**src/rtl/msk_freq_ctrl.sv**
```systemverilog
// MSK symbol-to-frequency controller: buffers serial bits and drives the NCO deviation word.
// Optional differential encoding of the data bits is enabled by defining MSK_DIFF_ENC_EN.
module msk_freq_ctrl #(
  parameter int unsigned FW         = 25,
  parameter int unsigned FDEV       = 2097152,
  parameter int unsigned SPS        = 4,
  parameter int unsigned FIFO_DEPTH = 4
) (
  input  logic          clk,
  input  logic          reset_n,
  input  logic          clken,
  input  logic          enable,
  input  logic          din,
  input  logic          din_valid,
  output logic          din_ready,
  output logic [FW-1:0] freq_mod_o,
  output logic          sym_strobe,
  output logic          busy,
  output logic          underflow
);

  localparam int unsigned AW = (FIFO_DEPTH > 1) ? $clog2(FIFO_DEPTH) : 1;
  localparam int unsigned CW = $clog2(SPS);
  localparam logic [AW:0]    FullCnt = FIFO_DEPTH[AW:0];
  localparam logic [CW-1:0]  CntLast = CW'(SPS - 1);
  localparam logic [FW-1:0]  DevPos  = FW'(FDEV);
  localparam logic [FW-1:0]  DevNeg  = -DevPos;

  typedef enum logic [0:0] {StIdle, StRun} state_e;

  state_e        state_q, state_d;
  logic [CW-1:0] cnt_q, cnt_d;
  logic [FW-1:0] freq_q, freq_d;
  logic          strobe_q, strobe_d;
  logic          under_q, under_d;

  logic          fifo_q [FIFO_DEPTH];
  logic [AW-1:0] wr_ptr_q, rd_ptr_q;
  logic [AW:0]   count_q, count_d;
  logic          full, empty, wr_en, pop, head;

  logic          apply, sym_bit, enc_bit, clr_enc;

  // ---------------- bit FIFO ----------------
  assign full    = (count_q == FullCnt);
  assign empty   = (count_q == '0);
  assign wr_en   = din_valid & ~full;
  assign head    = fifo_q[rd_ptr_q];
  assign count_d = count_q + {{AW{1'b0}}, wr_en} - {{AW{1'b0}}, pop};

  always_ff @(posedge clk) begin
    if (wr_en) fifo_q[wr_ptr_q] <= din;
  end

  always_ff @(posedge clk or negedge reset_n) begin
    if (!reset_n) begin
      wr_ptr_q <= '0;
      rd_ptr_q <= '0;
      count_q  <= '0;
    end else begin
      if (wr_en) wr_ptr_q <= wr_ptr_q + AW'(1);
      if (pop)   rd_ptr_q <= rd_ptr_q + AW'(1);
      count_q <= count_d;
    end
  end

  // ---------------- symbol FSM ----------------
  always_comb begin
    state_d  = state_q;
    cnt_d    = cnt_q;
    freq_d   = freq_q;
    strobe_d = 1'b0;
    under_d  = under_q;
    pop      = 1'b0;
    apply    = 1'b0;
    sym_bit  = 1'b0;
    clr_enc  = 1'b0;

    if (clken) begin
      unique case (state_q)
        StIdle: begin
          cnt_d = '0;
          if (enable && !empty) begin
            state_d = StRun;
            pop     = 1'b1;
            apply   = 1'b1;
            sym_bit = head;
            under_d = 1'b0;
          end
        end
        StRun: begin
          if (cnt_q == CntLast) begin
            cnt_d = '0;
            if (!enable) begin
              state_d = StIdle;
              freq_d  = '0;
              clr_enc = 1'b1;
            end else if (!empty) begin
              pop     = 1'b1;
              apply   = 1'b1;
              sym_bit = head;
            end else begin
              // Starved: keep the carrier modulated with a zero bit and flag it.
              apply   = 1'b1;
              under_d = 1'b1;
            end
          end else begin
            cnt_d = cnt_q + CW'(1);
          end
        end
        default: state_d = StIdle;
      endcase
    end

    if (apply) begin
      freq_d   = enc_bit ? DevPos : DevNeg;
      strobe_d = 1'b1;
    end
  end

`ifdef MSK_DIFF_ENC_EN
  logic eprev_q;

  assign enc_bit = sym_bit ^ eprev_q;

  always_ff @(posedge clk or negedge reset_n) begin
    if (!reset_n) begin
      eprev_q <= 1'b0;
    end else if (clr_enc) begin
      eprev_q <= 1'b0;
    end else if (apply) begin
      eprev_q <= enc_bit;
    end
  end
`else
  assign enc_bit = sym_bit;
`endif

  always_ff @(posedge clk or negedge reset_n) begin
    if (!reset_n) begin
      state_q  <= StIdle;
      cnt_q    <= '0;
      freq_q   <= '0;
      strobe_q <= 1'b0;
      under_q  <= 1'b0;
    end else begin
      state_q  <= state_d;
      cnt_q    <= cnt_d;
      freq_q   <= freq_d;
      strobe_q <= strobe_d;
      under_q  <= under_d;
    end
  end

  assign din_ready  = ~full;
  assign freq_mod_o = freq_q;
  assign sym_strobe = strobe_q;
  assign busy       = (state_q == StRun);
  assign underflow  = under_q;

endmodule
```
**config.mk**
```make
export PLATFORM = sky130hd
export DESIGN_NAME = msk_freq_ctrl
export DESIGN_NICKNAME = d
export VERILOG_FILES = /design/src/rtl/msk_freq_ctrl.sv
export SDC_FILE = /design/constraint.sdc
export NUM_CORES = 1
export LEC_CHECK = 0
export BUFFER_PORTS_ARGS = -buffer_cell sky130_fd_sc_hd__buf_4
export CORE_MARGIN = 2
export CORE_UTILIZATION = 53
export DETAILED_ROUTE_END_ITERATION = 7
export PLACE_DENSITY = 0.83
export SYNTH_ARGS = -nofsm -noshare
export SYNTH_HDL_FRONTEND = slang
export SYNTH_SLANG_ARGS = --single-unit
```
**constraint.sdc**
```tcl
create_clock -name clk -period 6.7 [get_ports clk]
set_input_delay 0.335 -clock clk [delete_from_list [all_inputs] [get_ports clk]]
set_output_delay 0.335 -clock clk [all_outputs]
set_load 0.01 [all_outputs]
```
==> flow_summary.toml <==
[status]
status = "finished clean"

[clock_network]
cts_max_level = 1
cts_tree = "yes"
clk_latency_ps = 290
postCtsSetupBuffers = 0
tritoncts.num_buffers = 3
cts_buffer_depth = 2
cts_hold_buf = 1
cts.clk_slew.worst_paths_ps = 100
cts.repair.resized = 0
numClockSinks = 18
ctsRootBufferMaster = "clkbuf_4"

[cells_and_area]
nets = 129
final_common_cell = "conb_1"
utilization = 0.588
area.growth.synth_to_final_pct = 6.16
layout.cells.non_filler = 141
num-fill-cells = 179
seq_area_sq_um = 470
final_cell_mix = "conb_1 (21), dfrtp_1 (14), buf_4 (13)"
diodes = 0
multi_input_area_sq_um = 470
layout-drive-gt1-share = 0.237

[floorplan]
ios = 35
die_height_microns = 49.1
core_sq_um = 1940
start_util = 0.554
rows = 16
die-area_sq_um = 2410
die_x_microns = 49.1

[placement]
dp_slack_ps = 4230
place.gp.congestion = 0.766
place.detailed.hpwl_mm = 1.26
dp_cells = 136
port_buffers = 13

[critical_path]
cp_top_family = "adder cells"
worstPathRequired_ps = 6920
setup.worst_path.end_class = "register"
worstPathArrival_ps = 2680
crit_chain = "or3_2, and3_2, ha_1, inv_1, ha_1, inv_1, fa_1, xnor2_1, xnor2_1"
path_class = "reg2reg"
startpoint_type = "register"
crit_buf_inv = 2
slowest_stage = "or3_2"
crit_path_max_fanout = 6
cpPeakStageDelay_ps = 500

[routing]
firstDrtPassIters = 4
via_count = 688
wl_mm = 1.60
drc = 0
ant_nets = 0
vias_per_cell = 4.88
initialDrtViolationCount = 4
wl_per_cell_microns = 11.4

[logic_synthesis]
synth-edff-count = 4
synth_top_area_cell = "dfrtp_1"
syn_area_per_cell_sq_um = 10.8
ys.flop_type = "dfrtp_1"
ys_types = 30
ys_ff_latch = 18
synth.area.top_cells = "dfrtp_1 (33%), buf_4 (16%), edfxtp_1 (11%)"
synth.top_cell.area_share = 0.326
yosys_warnings = 0
seq_area_frac_synth = 0.437
syn-instance-count = 100
syn_area_sq_um = 1080
async_flop_share = 0.778

[timing]
maxSlewViolCount = 0
max_freq_mhz = 405
setup_tns_ps = 0
setup_viol = 0
hold_violations = 0
fin_ws_ps = 4230
finalCritPeriodShare = 0.368
layout_min_cycle_time_ps = 2470
rsz0062_at_grt = "false"
skew_ps = 0.916

[global_route]
grt_max_degree = 15
antenna_found_initial = 0
grt-ovfl-total = 0
grt_pass1_vias = 641
grt_use_total = 0.146
grt_pass1_wl_mm = 2.72

[power_and_ir_drop]
p_total_w = 0.000451
p_leak_nw = 0.572
power.density_nw_per_um2 = 395
irDropWorstVdd_mv = 0.206

[job]
timing.max_cap.violations = 0

[min_path]
hold_path_class = "in2reg"
[state kept, by name, summed over array words and instances, names as in the netlist]
signal and cells:
busy 1, fifo_q 4, freq_mod_o 2, sym_strobe 1, wr_ptr_q 2, count_q 3
underflow 1, rd_ptr_q 2, cnt_q 2
[per-layer routing]
| layer | vias up | share of wire | GRT usage |
|---|---|---|---|
| met3 | 4 | 0.059 | 0.0307 |
| li1 | 319 | - | - |
| met4 | 0 | 0.022 | 0.0857 |
| met1 | 328 | 0.42 | 0.165 |
| met5 | - | 0 | 0 |
| met2 | 37 | 0.50 | 0.252 |
[through the flow]
step | hold WS [ps] | cell area [sq um]
global placement | 192 | 1110
detailed placement | 197 | 1110
finish | 246 | 1140
floorplan | 39.4 | 1150
CTS | 237 | 1140
global route | 226 | 1140
[final timing paths]
path	cells past startpoint	endpoint	start	slack, ps
max	9	count_q[2]	count_q[1]	4230
min	1	fifo_q[2]	din	250
max reg2reg	9	count_q[2]	count_q[1]	4230
min reg2reg	1	rd_ptr_q[1]	rd_ptr_q[1]	510
max in group asynchronous	2	cnt_q[0]	reset_n	6110
min in group asynchronous	2	sym_strobe	reset_n	430
[cell families (layout without fill, tap and decap cells)]
logic type / count (synthesis) / count (layout) / synth area share
simple gates: 21 / 21 / 0.127
xor+xnor: 5 / 5 / 0.0407
fa+ha+maj: 8 / 8 / 0.100
flops: 18 / 18 / 0.437
other cells: 1 / 21 / 0.00349
mux: 2 / 2 / 0.0349
compound gates: 12 / 12 / 0.0616
buf+inv: 33 / 27 / 0.195
[report_power, final]
group          leakage (nW)  switching [W]  internal (W)   total, W
clock                0.0154      0.0000327     0.0000216  0.0000543
combinational         0.348      0.0000913      0.000103   0.000194
sequential            0.208      0.0000450      0.000158   0.000203
[synthesized netlist by cell type (all sizes together) (3+ instances only)]
cell type  instances
a21oi              5
a31oi              3
and3               6
buf               23
dfrtp             14
edfxtp             4
ha                 7
inv                9
o21ai              3
xnor2              4
[layout make-up]
type | instances | area share
Clock buffer | 3 | 0.0197
Inverter | 9 | 0.0296
Sequential cell | 18 | 0.412
Timing Repair Buffer | 14 | 0.0942
Multi-Input combinational cell | 69 | 0.412
Clock inverter | 1 | 0.00329
Tap cell | 27 | 0.0296
No activity file was read; power rests on OpenSTA's default activity.
